--- config.mk ---
export PLATFORM = sky130hd
export DESIGN_NAME = sixteen_bit_down_counter
export DESIGN_NICKNAME = d
export VERILOG_FILES = /design/src/rtl/sixteen_bit_down_counter.sv
export SDC_FILE = /design/constraint.sdc
export NUM_CORES = 1
export LEC_CHECK = 0
export CELL_PAD_IN_SITES_DETAIL_PLACEMENT = 0
export CELL_PAD_IN_SITES_GLOBAL_PLACEMENT = 1
export CORE_UTILIZATION = 40
export CTS_CLUSTER_SIZE = 28
export DETAILED_ROUTE_END_ITERATION = 10
export PLACE_DENSITY_LB_ADDON = 0.1
export SLEW_MARGIN = 15
export SYNTH_ARGS = -nofsm -noshare
export SYNTH_HDL_FRONTEND = slang
export SYNTH_SLANG_ARGS = --single-unit
export TNS_END_PERCENT = 10
--- constraint.sdc ---
create_clock -name clk -period 3.9 [get_ports clk]
set_input_delay 0.78 -clock clk [delete_from_list [all_inputs] [get_ports clk]]
set_output_delay 0.78 -clock clk [all_outputs]
set_load 0.05 [all_outputs]
--- src/rtl/sixteen_bit_down_counter.sv ---
// Loadable 16-bit interval timer: counts a start value down to zero on prescaled ticks, pulses done at terminal count.
// Latency: load visible on count the edge after acceptance; value N reaches 0 after N*PRESCALE enabled cycles.
// Backpressure: load_ready is high only in IDLE; loads offered during RUN are ignored. Optional auto-reload under SIXTEEN_BIT_DOWN_COUNTER_RELOAD_EN.
module sixteen_bit_down_counter #(
   parameter int PRESCALE = 1   // enabled RUN cycles per decrement tick, 1..256
) (
   input  logic        clk,
   input  logic        reset,
   input  logic        load_valid,
   input  logic [15:0] load_data,
   output logic        load_ready,
   input  logic        enable,
   input  logic        abort,
`ifdef SIXTEEN_BIT_DOWN_COUNTER_RELOAD_EN
   input  logic        auto_reload,
`endif
   output logic [15:0] count,
   output logic        busy,
   output logic        done
);

   typedef enum logic {IDLE = 1'b0, RUN = 1'b1} state_t;

   // Prescaler is 8 bits wide, enough for PRESCALE up to 256.
   localparam logic [7:0] PRESC_LAST = 8'(PRESCALE - 1);

   state_t      state_q, state_d;
   logic [15:0] count_q, count_d;
   logic [7:0]  presc_q, presc_d;
   logic        done_q,  done_d;
`ifdef SIXTEEN_BIT_DOWN_COUNTER_RELOAD_EN
   logic [15:0] reload_q, reload_d;
`endif

   logic        reload_active;
   logic        tick;
   logic [3:0]  brw;        // borrow into each nibble slice
   logic [15:0] count_dec;

`ifdef SIXTEEN_BIT_DOWN_COUNTER_RELOAD_EN
   assign reload_active = auto_reload;
`else
   assign reload_active = 1'b0;
`endif

   assign tick = (state_q == RUN) && enable && (presc_q == PRESC_LAST);

   // Decrement as four ripple-borrow nibble slices; the top nibble's borrow-out is never needed.
   always_comb begin
      brw[0] = 1'b1;
      for (int i = 1; i < 4; i++) begin
         brw[i] = brw[i-1] & (count_q[4*(i-1) +: 4] == 4'h0);
      end
      for (int i = 0; i < 4; i++) begin
         count_dec[4*i +: 4] = count_q[4*i +: 4] - {3'b000, brw[i]};
      end
   end

   // Next-state logic: load in IDLE, prescaled countdown/abort/terminal handling in RUN.
   always_comb begin
      state_d  = state_q;
      count_d  = count_q;
      presc_d  = presc_q;
      done_d   = 1'b0;
`ifdef SIXTEEN_BIT_DOWN_COUNTER_RELOAD_EN
      reload_d = reload_q;
`endif
      case (state_q)
         IDLE: begin
            if (load_valid) begin
               count_d  = load_data;
               presc_d  = 8'h00;
`ifdef SIXTEEN_BIT_DOWN_COUNTER_RELOAD_EN
               reload_d = load_data;
`endif
               // A zero start value is a zero-length interval: done right away, never enter RUN.
               if (load_data != 16'h0000) begin
                  state_d = RUN;
               end else begin
                  done_d = 1'b1;
               end
            end
         end
         RUN: begin
            if (abort) begin
               // Abort outranks a coincident terminal tick: count frozen, no done.
               state_d = IDLE;
               presc_d = 8'h00;
            end else if (tick) begin
               presc_d = 8'h00;
               if (count_q == 16'h0001) begin
                  done_d = 1'b1;
                  if (reload_active) begin
`ifdef SIXTEEN_BIT_DOWN_COUNTER_RELOAD_EN
                     count_d = reload_q;
`endif
                  end else begin
                     count_d = 16'h0000;
                     state_d = IDLE;
                  end
               end else begin
                  count_d = count_dec;
               end
            end else if (enable) begin
               presc_d = presc_q + 8'h01;
            end
         end
         default: state_d = IDLE;
      endcase
   end

   // State registers with synchronous active-low reset.
   always_ff @(posedge clk) begin
      if (!reset) begin
         state_q  <= IDLE;
         count_q  <= 16'h0000;
         presc_q  <= 8'h00;
         done_q   <= 1'b0;
`ifdef SIXTEEN_BIT_DOWN_COUNTER_RELOAD_EN
         reload_q <= 16'h0000;
`endif
      end else begin
         state_q  <= state_d;
         count_q  <= count_d;
         presc_q  <= presc_d;
         done_q   <= done_d;
`ifdef SIXTEEN_BIT_DOWN_COUNTER_RELOAD_EN
         reload_q <= reload_d;
`endif
      end
   end

   assign count      = count_q;
   assign busy       = (state_q == RUN);
   assign load_ready = (state_q == IDLE);
   assign done       = done_q;

endmodule

=== Word-level counts from Yosys, hierarchy flattened ===
Cells that the tools add are included.

* Register bits after elaboration: 26
* Bits in latches: 0
* Bits in writable memories: 0
* Bits in read-only memories: 0
* Output and inout bits: 19
* Word-level logic and storage cells: 48
* Memories: 0

* Add/subtract/negate cells: 5
* Multiply operators: 0
* Divide/modulo/power cells: 0
* Magnitude comparators: 0
* Equality and inequality tests: 5
* Shift operators: 0
* Muxes and demuxes: 22
* Bitwise operators: 3
* Reductions and logical operators: 9

{| class="wikitable"
|+ Operators with widths
! cell !! number
|-
| 2-to-1 mux 16 bit || 4
|-
| 2-to-1 mux 8 bit || 4
|-
| case mux 16 bit (2 select lines) || 1
|-
| equality test 16 x 1 -> 1 bit, second input constant || 1
|-
| case mux 8 bit (2 select lines) || 1
|-
| nonzero test 16 bit || 1
|-
| zero test 4 bit || 3
|-
| subtractor 4 x 1 -> 4 bit || 3
|-
| 2-to-1 mux 1 bit || 10
|-
| adder 8 x 1 -> 8 bit, second input constant || 1
|-
| zero test 8 bit || 1
|-
| != test 2 bit, second input constant || 2
|-
| != test 4 x 3 -> 1 bit, second input constant || 1
|-
| case mux 1 bit (2 select lines) || 2
|-
| subtractor 4 x 1 -> 4 bit, second input constant || 1
|-
| AND reduction 3 bit || 1
|-
| bitwise AND 1 bit || 2
|-
| logical AND 1 bit || 2
|-
| != test 2 x 1 -> 1 bit, second input constant || 1
|-
| AND reduction 2 bit || 1
|-
| inverter 1 bit || 1
|}

=== Depth between registers and ports, before layout ===
Gate-level depths: netlist of the first run.

* Depth after elaboration: 8
* Depth in mapped cells: 8
* Depth with buffers taken out: 8

=== Worst setup path after synthesis of the first run ===
Ideal clock, no wire load.

* Kind: register to register
* From: register count_q[0], in the netlist count[0]
* To: register count_q[14], in the netlist count[14]
* Setup time: 0.083 ns
* Arrival: 2.263 ns
* Required time: 3.817 ns
* Setup slack: 1.555 ns
* Cell stages (with the launch flop): 9
* Buffers on the path: 0
* Period minus slack after synthesis: 2.345 ns
* Cells stage by stage: dfxtp_1 -> inv_1 -> ha_1 -> nor3b_1 -> and3_1 -> ha_1 -> ha_1 -> or4_1 -> o221ai_1

* Cells in the longest elaborated chain, start to end: 8

{| class="wikitable"
|+ RTL lines
! what !! RTL line !! text
|-
| start, declared || 28 || <nowiki>logic [15:0] count_q, count_d;</nowiki>
|-
| start signal, assigned || 124 || <nowiki>count_q <= count_d;</nowiki>
|-
| zero test 4 bit || 52 || <nowiki>brw[i] = brw[i-1] & (count_q[4*(i-1) +: 4] == 4'h0);</nowiki>
|-
| bitwise AND 1 bit (2 in a row) || 52 ||
|-
| subtractor 4 x 1 -> 4 bit || 55 || <nowiki>count_dec[4*i +: 4] = count_q[4*i +: 4] - {3'b000, brw[i]};</nowiki>
|-
| 2-to-1 mux 16 bit (*) || 91 || <nowiki>if (count_q == 16'h0001) begin</nowiki>
|-
| 2-to-1 mux 16 bit (*) || 89 || <nowiki>end else if (tick) begin</nowiki>
|-
| 2-to-1 mux 16 bit (*) || 85 || <nowiki>if (abort) begin</nowiki>
|-
| case mux 16 bit (2 select lines) (*) || 68 || <nowiki>case (state_q)</nowiki>
|}

Every way passes the cells marked *; elsewhere a longest branch is shown, timed or not. The select of a mux whose other input is x is not followed.
A chain may end at the register's enable or synchronous reset.

=== Final worst setup path of the first run ===
* From: register state_q, in the netlist busy
* To: output load_ready

* Cells in the longest elaborated chain, start to end: 1

{| class="wikitable"
|+ RTL lines
! what !! RTL line !! text
|-
| start, declared || 27 || <nowiki>state_t state_q, state_d;</nowiki>
|-
| start signal, assigned || 123 || <nowiki>state_q <= state_d;</nowiki>
|-
| inverter 1 bit || n/a ||
|-
| end, declared || 11 || <nowiki>output logic load_ready,</nowiki>
|}

Every way passes these cells.

==> flow_summary.toml, run 1 <==
[run_status]
status = "complete, no violations"

[timing]
maxSlewHeadroom_pct = 52.8
grt_setup_unrepaired = "no"
setup_viol = 0
whs_ns = 0.508
fin_crit_ns = 2.80
tns_ns = 0
tightest_slew_ns = 0.708
finalHoldViolCount = 0
period_share_pct = 71.7
clock.fmax_mhz = 357
slew_viol_final = 0
skew_ns = 0.00154

[global_route]
grt_pass1_vias = 1668
grt_max_degree = 19
grt_pass1_wl_mm = 8.14
overflow = 0
grt_util_all_layers_pct = 23.5
antenna_found_initial = 0

[detailed_routing]
wl_per_cell_um = 17.7
drc = 0
drtIter0Drc = 93
routed_via_density = 6.16
vias = 1768
routed_wl_mm = 5.07
detail-route-antenna-nets = 0
dr.pass1.iters = 4

[clock_network]
cts_resized = 0
clk_pin_slew_ns = 0.09
cts_tree = "yes"
postCtsSetupRepairBufs = 0
cts_buffers = 3
htree_levels = 1
cts.sinks = 26
root_buffer = "clkbuf_8"
hold_buffers = 0
clkLatencyLatePin_ns = 0.27
clk_path_buf_depth = 2

[power]
totalPowerFinal_mw = 0.759
vdd_drop_max_uv = 158
leakage_nw = 0.757
p_per_area_mw_per_mm2 = 345

[final_layout]
finalNonFillerCells = 287
drive_gt1_share_pct = 10.5
fin_nets = 269
n_antenna_cell = 0
areaGrowthSynthToFinish_pct = 25.1
mostFrequentLayoutCells = "clkdlybuf4s50_1, dfxtp_1, nand2_1, inv_1, nand3_1"
mostFrequentLayoutCell = "clkdlybuf4s50_1"

[synth]
ys_top_cells_by_area = "dfxtp_1, ha_1, a2bb2oi_2, nand2_1, inv_1"
yosysSeqAreaShare_pct = 29.6
yosysTopAreaCellShare_pct = 29.6
syn_area_per_cell_um2 = 8.61
synth_top_cell_by_area = "dfxtp_1"
yosys.cell_types.count = 45
synth_area_mm2 = 0.00176
yosys_warnings = 0
syn_inst = 204
synth-seq-cells = 26
syn_nets = 235

[placed_design]
gp_congestion = 0.824
io_buffers = 39
dp_hpwl_mm = 3.63
dp_cells = 283

[worst_setup_path]
crit_buf_inv = 2
critical-path-top-delay-family = "buffers and inverters"
slowest_delay_ns = 0.88
reg2reg_depth = 6
cp-end-kind = "output pin"
path_cells = "inv_2 > clkdlybuf4s50_1"
rr_startpoint = "count[1]$_SDFFE_PN0P_"
setup.worst_path.start_class = "flip-flop"
path_max_fanout = 15
crit_slowest_cell = "clkdlybuf4s50_1"
crit_type = "reg -> out"
crit_arrival_ns = 2.02
worstPathRequired_ns = 3.12
reg2reg_to = "count[15]$_SDFFE_PN0P_"
r2r_slack_ns = 1.74

[floorplan]
initial_utilization_pct = 42.7
num_rows = 23
core_mm2 = 0.00412
dieArea_mm2 = 0.00466
die_w_um = 68.3
die-height_um = 68.3
num_io_pins = 40

[worst_hold_path]
hold_class = "reg -> reg"
hold_path_end = "presc_q[1]$_SDFFE_PN0P_"
min_from = "presc_q[1]$_SDFFE_PN0P_"
hold_depth = 2

[job]
cap_violations = 0
state kept, by name, indices dropped and copies added (netlist names):
register and flops:
busy 1, done 1, presc_q 8, count 16
cells by family after synthesis:
family	count (synthesis)	share of synthesized area (%)
fa+ha+maj	10	7.12
compound gates	61	29.0
flops	26	29.6
buf+inv	32	8.97
simple gates	75	25.3
worst min-delay path, cell delays in order, from the launching register on:
cell and delay, ns:
dfxtp_1 0.35, nand2_1 0.07, a21oi_1 0.05
how the worst max path moves through the flow:
stage,from,cells after the start,slack [ns],end
final,busy$_SDFF_PN0_,2,1.10,load_ready
after global routing,busy$_SDFF_PN0_,2,1.06,load_ready
after CTS,busy$_SDFF_PN0_,2,1.12,load_ready
after detailed placement,enable,5,1.22,presc_q[5]$_SDFFE_PN0P_
after global placement,enable,5,1.27,presc_q[5]$_SDFFE_PN0P_
after floorplan,count[0]$_SDFFE_PN0P_,8,1.55,count[14]$_SDFFE_PN0P_
where the power goes:
part | switching, mW | leakage [nW] | internal [mW] | total (mW)
Combinational | 0.162 | 0.516 | 0.116 | 0.277
Sequential | 0.0218 | 0.213 | 0.282 | 0.303
Clock | 0.0878 | 0.0288 | 0.0904 | 0.178
layout make-up:
cell class,count,area (um2)
Multi-Input combinational cell,146,1080
Tap cell,50,62.6
Inverter,20,75.1
Clock buffer,4,55.1
Fill cell,374,1920
Timing Repair Buffer,41,405
Sequential cell,26,520
through the flow:
stage	cell area (um2)	utilization, %	setup slack [ns]
floorplan	1760	-	1.55
global placement	2140	52.1	1.27
detailed placement	2140	52.1	1.22
CTS	2200	53.4	1.12
global route	2200	53.4	1.06
finish	2200	53.4	1.10
Yosys cell counts, drive strengths merged:
library cell,number
ha,10
nand2,22
or4b,1
and2,2
and4,1
nand2b,2
o21ai,3
nand4,3
a2bb2oi,7
nor2b,2
nand4b,2
nand3,15
a22oi,5
o211ai,1
a31oi,7
o221ai,4
a21oi,11
clkbuf,4
dfxtp,26
and3,1
a32oi,4
and4b,1
nor4,7
or4,4
o31ai,8
inv,20
buf,8
a41o,1
a41oi,1
o32a,5
nand3b,2
or2,1
o22ai,4
nor2,4
nor3b,2
nor3,3
routing by layer:
metal | part of all wire (%) | routed length, um | GRT usage (%) | up-vias
met1 | 46 | 2340 | 32.4 | 839
met2 | 46 | 2330 | 37.4 | 76
met3 | 6.7 | 340 | 5.17 | 8
met5 | 0 | 0 | 0 | -
met4 | 1.2 | 61 | 4.43 | 0
li1 | - | - | - | 845
No activity file was read; power rests on OpenSTA's default activity.
==> run 2, diff against run 1 <==
--- a/config.mk
+++ b/config.mk
@@ -7,7 +7,7 @@
 export LEC_CHECK = 0
 export CELL_PAD_IN_SITES_DETAIL_PLACEMENT = 0
 export CELL_PAD_IN_SITES_GLOBAL_PLACEMENT = 1
-export CORE_UTILIZATION = 40
+export CORE_UTILIZATION = 37
 export CTS_CLUSTER_SIZE = 28
 export DETAILED_ROUTE_END_ITERATION = 10
 export PLACE_DENSITY_LB_ADDON = 0.1
==> constraint.sdc (replaced) <==
create_clock -name clk -period 2.85 [get_ports clk]
set_input_delay 0.57 -clock clk [delete_from_list [all_inputs] [get_ports clk]]
set_output_delay 0.57 -clock clk [all_outputs]
set_load 0.05 [all_outputs]
==> flow_summary.toml, run 2 (same netlist as run 1, synthesis figures left out) <==
[run_status]
status = "complete, no violations"

[worst_hold_path]
hold_depth = 2
hold_path_end = "presc_q[1]$_SDFFE_PN0P_"
min_from = "presc_q[1]$_SDFFE_PN0P_"
hold_class = "reg -> reg"

[timing]
tightest_slew_ns = 0.685
skew_ns = 0.00253
clock.fmax_mhz = 415
slew_viol_final = 0
timing.final.ws_setup_ns = 0.442
maxSlewHeadroom_pct = 54.3
setup_viol = 0
fin_crit_ns = 2.41
tns_ns = 0
period_share_pct = 84.5
finalHoldViolCount = 0
grt_setup_unrepaired = "no"

[power]
seq_power_share_pct = 37.3
leakage_nw = 0.780
p_int_mw = 0.734
clkPwrFrac_pct = 28.2
switching_share_pct = 34.1
vdd_drop_max_uv = 252
p_per_area_mw_per_mm2 = 498
combPwrFrac_pct = 34.5
switching_power_mw = 0.380

[placed_design]
io_buffers = 39
dp_hpwl_mm = 3.83
place_ws_ns = 0.423
gp_congestion = 0.878

[floorplan]
num_io_pins = 40
core_mm2 = 0.00444
die_w_um = 70.9
die-height_um = 70.9
num_rows = 24
initial_utilization_pct = 39.5
dieArea_mm2 = 0.00503

[worst_setup_path]
setup.worst_path.start_class = "flip-flop"
critical-path-top-delay-family = "buffers and inverters"
cp-end-kind = "output pin"
reg2reg_depth = 8
crit_slowest_cell = "clkdlybuf4s50_1"
reg2reg_to = "count[15]$_SDFFE_PN0P_"
r2r_slack_ns = 0.57
crit_buf_inv = 1
crit_arrival_ns = 1.84
path_max_fanout = 12
rr_startpoint = "count[0]$_SDFFE_PN0P_"
cp.depth = 1
slowest_delay_ns = 0.90
crit_type = "reg -> out"
path_cells = "clkdlybuf4s50_1"
worstPathRequired_ns = 2.28

[final_layout]
n_antenna_cell = 0
final_core_util_pct = 50.4
drive_gt1_share_pct = 11.7
fin_nets = 272
mostFrequentLayoutCells = "clkdlybuf4s50_1, dfxtp_1, nand2_1, inv_1, nand3_1"
register_area_um2 = 520
mostFrequentLayoutCell = "clkdlybuf4s50_1"
largest_reg_flops = 16
fill_cells = 424
multiInputGateArea_mm2 = 0.00108
areaGrowthSynthToFinish_pct = 27.4

[global_route]
grt_util_all_layers_pct = 21.2
grt_pass1_wl_mm = 8.38
grt_max_degree = 18
overflow = 0
grt_pass1_vias = 1704
antenna_found_initial = 0

[detailed_routing]
detail-route-antenna-nets = 0
routed_wl_mm = 5.16
vias = 1754
routed_via_density = 6.01
dr.pass1.iters = 6
wl_per_cell_um = 17.7
drc = 0
drtIter0Drc = 99

[clock_network]
clk_pin_slew_ns = 0.09
cts_resized = 0
cts_buffers = 3
clk_path_buf_depth = 2
cts.sinks = 26
clkLatencyLatePin_ns = 0.28
postCtsSetupRepairBufs = 0
hold_buffers = 0
cts_tree = "yes"
root_buffer = "clkbuf_8"
htree_levels = 1

[job]
cap_violations = 0
[run 2: cell count changes in the layout (fill, tap and decap cells not counted)]
cell,delta
buf_4,+3
clkbuf_8,-1
bufinv_16,+1
[run 2: area by class of cell]
class / count / area share (%)
inverter: 20 / 3.35
sequential: 26 / 23.3
multi-input combinational: 146 / 48.2
clock inverter: 1 / 1.34
timing repair buffer: 44 / 19.1
tap: 52 / 2.91
clock buffer: 3 / 1.84
[run 2: worst max path at each step]
stage / start / to / slack, ns
finish: busy$_SDFF_PN0_ / busy / 0.44
global route: busy$_SDFF_PN0_ / busy / 0.39
CTS: busy$_SDFF_PN0_ / busy / 0.44
detailed placement: abort / count[2]$_SDFFE_PN0P_ / 0.42
global placement: abort / count[14]$_SDFFE_PN0P_ / 0.56
floorplan: count[0]$_SDFFE_PN0P_ / count[14]$_SDFFE_PN0P_ / 0.50
[run 2: power by group through the flow]
stage	Combinational [mW]	Clock [mW]	Sequential (mW)
3_3_place_gp	0.377	0	0.423
3_5_place_dp	0.382	0	0.424
2_1_floorplan	0.196	0	0.489
5_1_grt	0.410	0.332	0.420
4_1_cts	0.384	0.320	0.416
6_report	0.384	0.314	0.416
[run 2: stage by stage]
| step | area (um2) | hold WS, ns | power, mW | instances |
|---|---|---|---|---|
| after CTS | 2240 | 0.516 | 1.12 | 292 |
| final | 2240 | 0.511 | 1.11 | 292 |
| after global placement | 2170 | 0.488 | 0.800 | 288 |
| after floorplan | 1760 | 0.466 | 0.685 | 204 |
| after global routing | 2240 | 0.549 | 1.16 | 292 |
| after detailed placement | 2170 | 0.502 | 0.806 | 288 |
[run 2: tightest hold or removal path, cell delays in order, from the launching register on]
cell and delay [ns]:
dfxtp_1 0.35, nand2_1 0.07, a21oi_1 0.05
[run 2: layer usage]
metal | track usage (%) | routed length, um | vias up | share of wire [%]
li1 | - | - | 856 | -
met2 | 32.5 | 2240 | 64 | 43
met4 | 6.89 | 81 | 0 | 1.6
met5 | 0 | 0 | - | 0
met3 | 3.28 | 251 | 8 | 4.9
met1 | 30.5 | 2590 | 826 | 50
==> run 3, diff against run 2 <==
==> constraint.sdc (replaced) <==
create_clock -name clk -period 2.3 [get_ports clk]
set_input_delay 0.46 -clock clk [delete_from_list [all_inputs] [get_ports clk]]
set_output_delay 0.46 -clock clk [all_outputs]
set_load 0.05 [all_outputs]
==> flow_summary.toml, run 3 (same netlist as run 1, synthesis figures left out) <==
[clock_network]
cts_tree = "yes"
cts_resized = 0
clkLatencyLatePin_ns = 0.27
clk_pin_slew_ns = 0.10
root_buffer = "clkbuf_8"
cts.sinks = 26
hold_buffers = 0
htree_levels = 1
clk_path_buf_depth = 2
cts_buffers = 3
postCtsSetupRepairBufs = 0

[floorplan]
dieArea_mm2 = 0.00503
core_mm2 = 0.00444
num_io_pins = 40
initial_utilization_pct = 39.5
die-height_um = 70.9
die_w_um = 70.9
num_rows = 24

[placed_design]
place_ws_ns = 0.0937
io_buffers = 39
dp_hpwl_mm = 3.73
gp_congestion = 0.854

[worst_setup_path]
crit_arrival_ns = 2.24
reg2reg_depth = 8
worstPathRequired_ns = 2.49
setup.worst_path.start_class = "flip-flop"
crit_type = "reg -> reg"
reg2reg_to = "count[14]$_SDFFE_PN0P_"
rr_startpoint = "count[0]$_SDFFE_PN0P_"
path_max_fanout = 4
cp-end-kind = "flip-flop"
r2r_slack_ns = 0.26

[job]
cap_violations = 0

[power]
p_per_area_mw_per_mm2 = 608
leakage_nw = 0.801
vdd_drop_max_uv = 260

[worst_hold_path]
hold_path_end = "presc_q[1]$_SDFFE_PN0P_"
hold_class = "reg -> reg"
min_from = "presc_q[1]$_SDFFE_PN0P_"
hold_depth = 2

[timing]
whs_ns = 0.510
slew_viol_final = 0
tightest_slew_ns = 0.524
clock.fmax_mhz = 490
setup_viol = 0
maxSlewHeadroom_pct = 64.8
finalHoldViolCount = 0
grt_setup_unrepaired = "no"
skew_ns = 0.00562
tns_ns = 0
fin_crit_ns = 2.04
timing.final.ws_setup_ns = 0.257
period_share_pct = 88.8

[detailed_routing]
drc = 0
routed_wl_mm = 5.09
drtIter0Drc = 177
met1Wirelength_mm = 2.53
wl_met2_mm = 2.23
detail-route-antenna-nets = 0
top_layer = "met4"
dr.pass1.iters = 6
routed_via_density = 6.04
met3_wirelength_um = 313
wl_per_cell_um = 17.2
vias = 1788

[run_status]
status = "complete, no violations"

[global_route]
grt_pass1_vias = 1716
antenna_found_initial = 0
overflow = 0
grt_pass1_wl_mm = 8.37
grt_max_degree = 18
grt_util_all_layers_pct = 20.9

[final_layout]
areaGrowthSynthToFinish_pct = 29.0
mostFrequentLayoutCells = "clkdlybuf4s50_1, dfxtp_1, nand2_1, inv_1, nand3_1"
fin_nets = 276
final_core_util_pct = 51.0
largest_reg_flops = 16
drive_gt1_share_pct = 14.8
fill_cells = 422
n_antenna_cell = 0
mostFrequentLayoutCell = "clkdlybuf4s50_1"
## run 3: changes by cell type in the layout (fill, tap and decap cells not counted)
cell and change:
buf_4 +6, clkdlybuf4s50_1 -2, dfxtp_1 -2, dfxtp_2 +2
## run 3: per-stage QoR
step / power (mW) / area (um2) / cells
CTS: 1.38 / 2270 / 296
global placement: 0.995 / 2190 / 292
finish: 1.38 / 2270 / 296
floorplan: 0.849 / 1760 / 204
detailed placement: 1.00 / 2190 / 292
global route: 1.45 / 2270 / 296
## run 3: layout make-up
cell class | count | area, um2 | area share [%]
multi-input cells | 146 | 1080 | 47.6
flip-flops and latches | 26 | 523 | 23.1
repair buffers | 48 | 453 | 20.0
inverters | 20 | 75.1 | 3.31
well taps | 52 | 65.1 | 2.87
clock buffers | 3 | 41.3 | 1.82
clock inverters | 1 | 30.0 | 1.33
## run 3: worst max-delay path by stage
stage | start | end | slack (ns)
floorplan | count[0]$_SDFFE_PN0P_ | count[14]$_SDFFE_PN0P_ | 0.15
global placement | abort | count[14]$_SDFFE_PN0P_ | 0.14
detailed placement | abort | count[2]$_SDFFE_PN0P_ | 0.09
CTS | count[0]$_SDFFE_PN0P_ | count[14]$_SDFFE_PN0P_ | 0.25
global route | count[0]$_SDFFE_PN0P_ | count[15]$_SDFFE_PN0P_ | 0.14
finish | count[0]$_SDFFE_PN0P_ | count[14]$_SDFFE_PN0P_ | 0.26
## run 3: per-layer routing
metal / up-vias / GRT usage [%]
li1: 864 / -
met1: 863 / 30.5
met2: 59 / 32.9
met3: 2 / 2.85
met4: 0 / 4.00
met5: - / 0
## run 3: worst max-delay path, cell delays in order, from the launching register on
cell and delay (ns):
dfxtp_2 0.37, inv_1 0.07, ha_1 0.22, nor3b_1 0.17, and3_1 0.16, ha_1 0.19, ha_1 0.19, or4_1 0.51
o221ai_1 0.08
## run 3: report_power, final
part           total, mW  switching [mW]  internal, mW
clock              0.383           0.151         0.233
combinational      0.478           0.274         0.204
sequential         0.515          0.0370         0.478
==> variant: new RTL, settings of run 2 <==
Reset style: asynchronous (`reset`), changed in one clocked block. Comments in the files are not updated.
--- a/src/rtl/sixteen_bit_down_counter.sv
+++ b/src/rtl/sixteen_bit_down_counter.sv
@@ -111,5 +111,5 @@
 
    // State registers with synchronous active-low reset.
-   always_ff @(posedge clk) begin
+   always_ff @(posedge clk or negedge reset) begin
       if (!reset) begin
          state_q  <= IDLE;
Check against the original RTL: differs if reset is asserted again (counterexample within 4 cycles, from zero or initial values and one cycle with reset low); with reset held inactive, the same outputs for 10 cycles.
==> variant against run 2 <==
The run now ends with DRC left; synthesized area decreased by 1.1%; design area up 1.0%; critical path type is now register to register; via count fell by 12%; routed wire length decreased by 11%; sequential cell count unchanged; worst setup slack got worse by 0.030 ns; highest routed layer unchanged; sequential share of layout area is 5.5 points higher.
Power is not compared: it rests on default switching activity, and its combinational part moved more than twofold at a synthesized area within 25%.
==> variant: results (changes against run 2) <==
- Status: finished, violations left (was completed)
- Failing checks: DRC
- Arrival time worst endpoint: 2.65 ns (was 1.84 ns)
- GP Congestion: 0.834 (was 0.878)
- Met2 usage: 33.0% (was 32.5%)
- M3 GR Usage: 2.02% (was 3.28%)
- Multiplexer area fraction after synthesis: 6.92% (was 0%)
- Clk_skew: 0.00595 ns (was 0.00253 ns)
- Clk cell area share: 3.15% (was 3.19%)
- Drt wl/cell: 17.1 µm (was 17.7 µm)
- Fraction of layout cells with a size suffix above 1: 10.1% (was 11.7%)
- Multi-input combinational area share: 43.1% (was 48.2%)
- Via count: 1545 (was 1754)
- Ys async rst share: 100% (was 0%)
- First-pass DRT Iterations: 7 (was 6)
- Top_reg_cell synth: dfrtp_1 (was dfxtp_1)
- Residual DRC: 9 (was 0)
- M1 GR Usage: 25.6% (was 30.5%)
- Area fraction in compound gates after synthesis: 23.4% (was 29.0%)
- Seq_cells: 26 (unchanged)
- Sequential area share after synthesis: 37.5% (was 29.6%)
- Inverters: 17 (was 20)
- Syn nets: 206 (was 235)
- Non-CTS buffers: 45 (was 44)
- Synth cell count leaders: 26 x dfrtp_1, 17 x inv_1, 13 x o2bb2ai_1, 12 x o21ai_0, 10 x ha_1 (was 26 x dfxtp_1, 22 x nand2_1, 19 x inv_1, 14 x nand3_1, 11 x a21oi_1)
- Fraction of area in registers: 28.8% (was 23.3%)
variant: changes by cell type after synthesis, sizes merged, moves of 7 or more:
cell | before | now
dfxtp | 26 | 0
o2bb2ai | 0 | 13
nand3 | 15 | 5
nand2 | 22 | 7
dfrtp | 0 | 26
a31oi | 7 | 0
o21ai | 3 | 15
a2bb2oi | 7 | 0
mux2 | 0 | 8
variant: final timing paths:
check	start	endpoint	slack [ns]	depth (start not counted)
worst min register to register	presc_q[0]	presc_q[0]	0.56	1
max in group asynchronous	reset	count[3]	1.90	2
worst max-delay path	count[7]	count[15]	0.41	8
worst max register to register	count[7]	count[15]	0.41	8
min in group asynchronous	reset	count[13]	0.67	2
worst min-delay path	presc_q[0]	presc_q[0]	0.56	1
variant: layer usage:
| metal | routed length, µm | up-vias |
|---|---|---|
| met1 | 2110 | 763 |
| met4 | 53 | 0 |
| met5 | 0 | - |
| li1 | - | 742 |
| met3 | 150 | 4 |
| met2 | 2280 | 36 |
variant: through the flow:
stage / worst slack (ns) / area [µm²] / std cells
final: 0.412 / 2260 / 269
after global routing: 0.153 / 2260 / 269
after CTS: 0.425 / 2260 / 269
after detailed placement: 0.315 / 2190 / 265
after global placement: 0.398 / 2190 / 265
after floorplan: 0.451 / 1740 / 175
variant: where the power goes:
part / internal (mW) / total, mW / leakage, nW / switching [mW]
Sequential: 0.470 / 0.607 / 0.332 / 0.137
Combinational: 0.423 / 1.05 / 0.576 / 0.631
Clock: 0.188 / 0.316 / 0.0357 / 0.128
variant: critical path, cell delays in order (launching register included):
cell and delay (ns):
dfrtp_1 0.42, or3_1 0.45, or3_1 0.35, nor3_1 0.21, ha_1 0.20, nor3b_1 0.33, nand3b_1 0.12, o2bb2ai_1 0.15
a22o_1 0.14
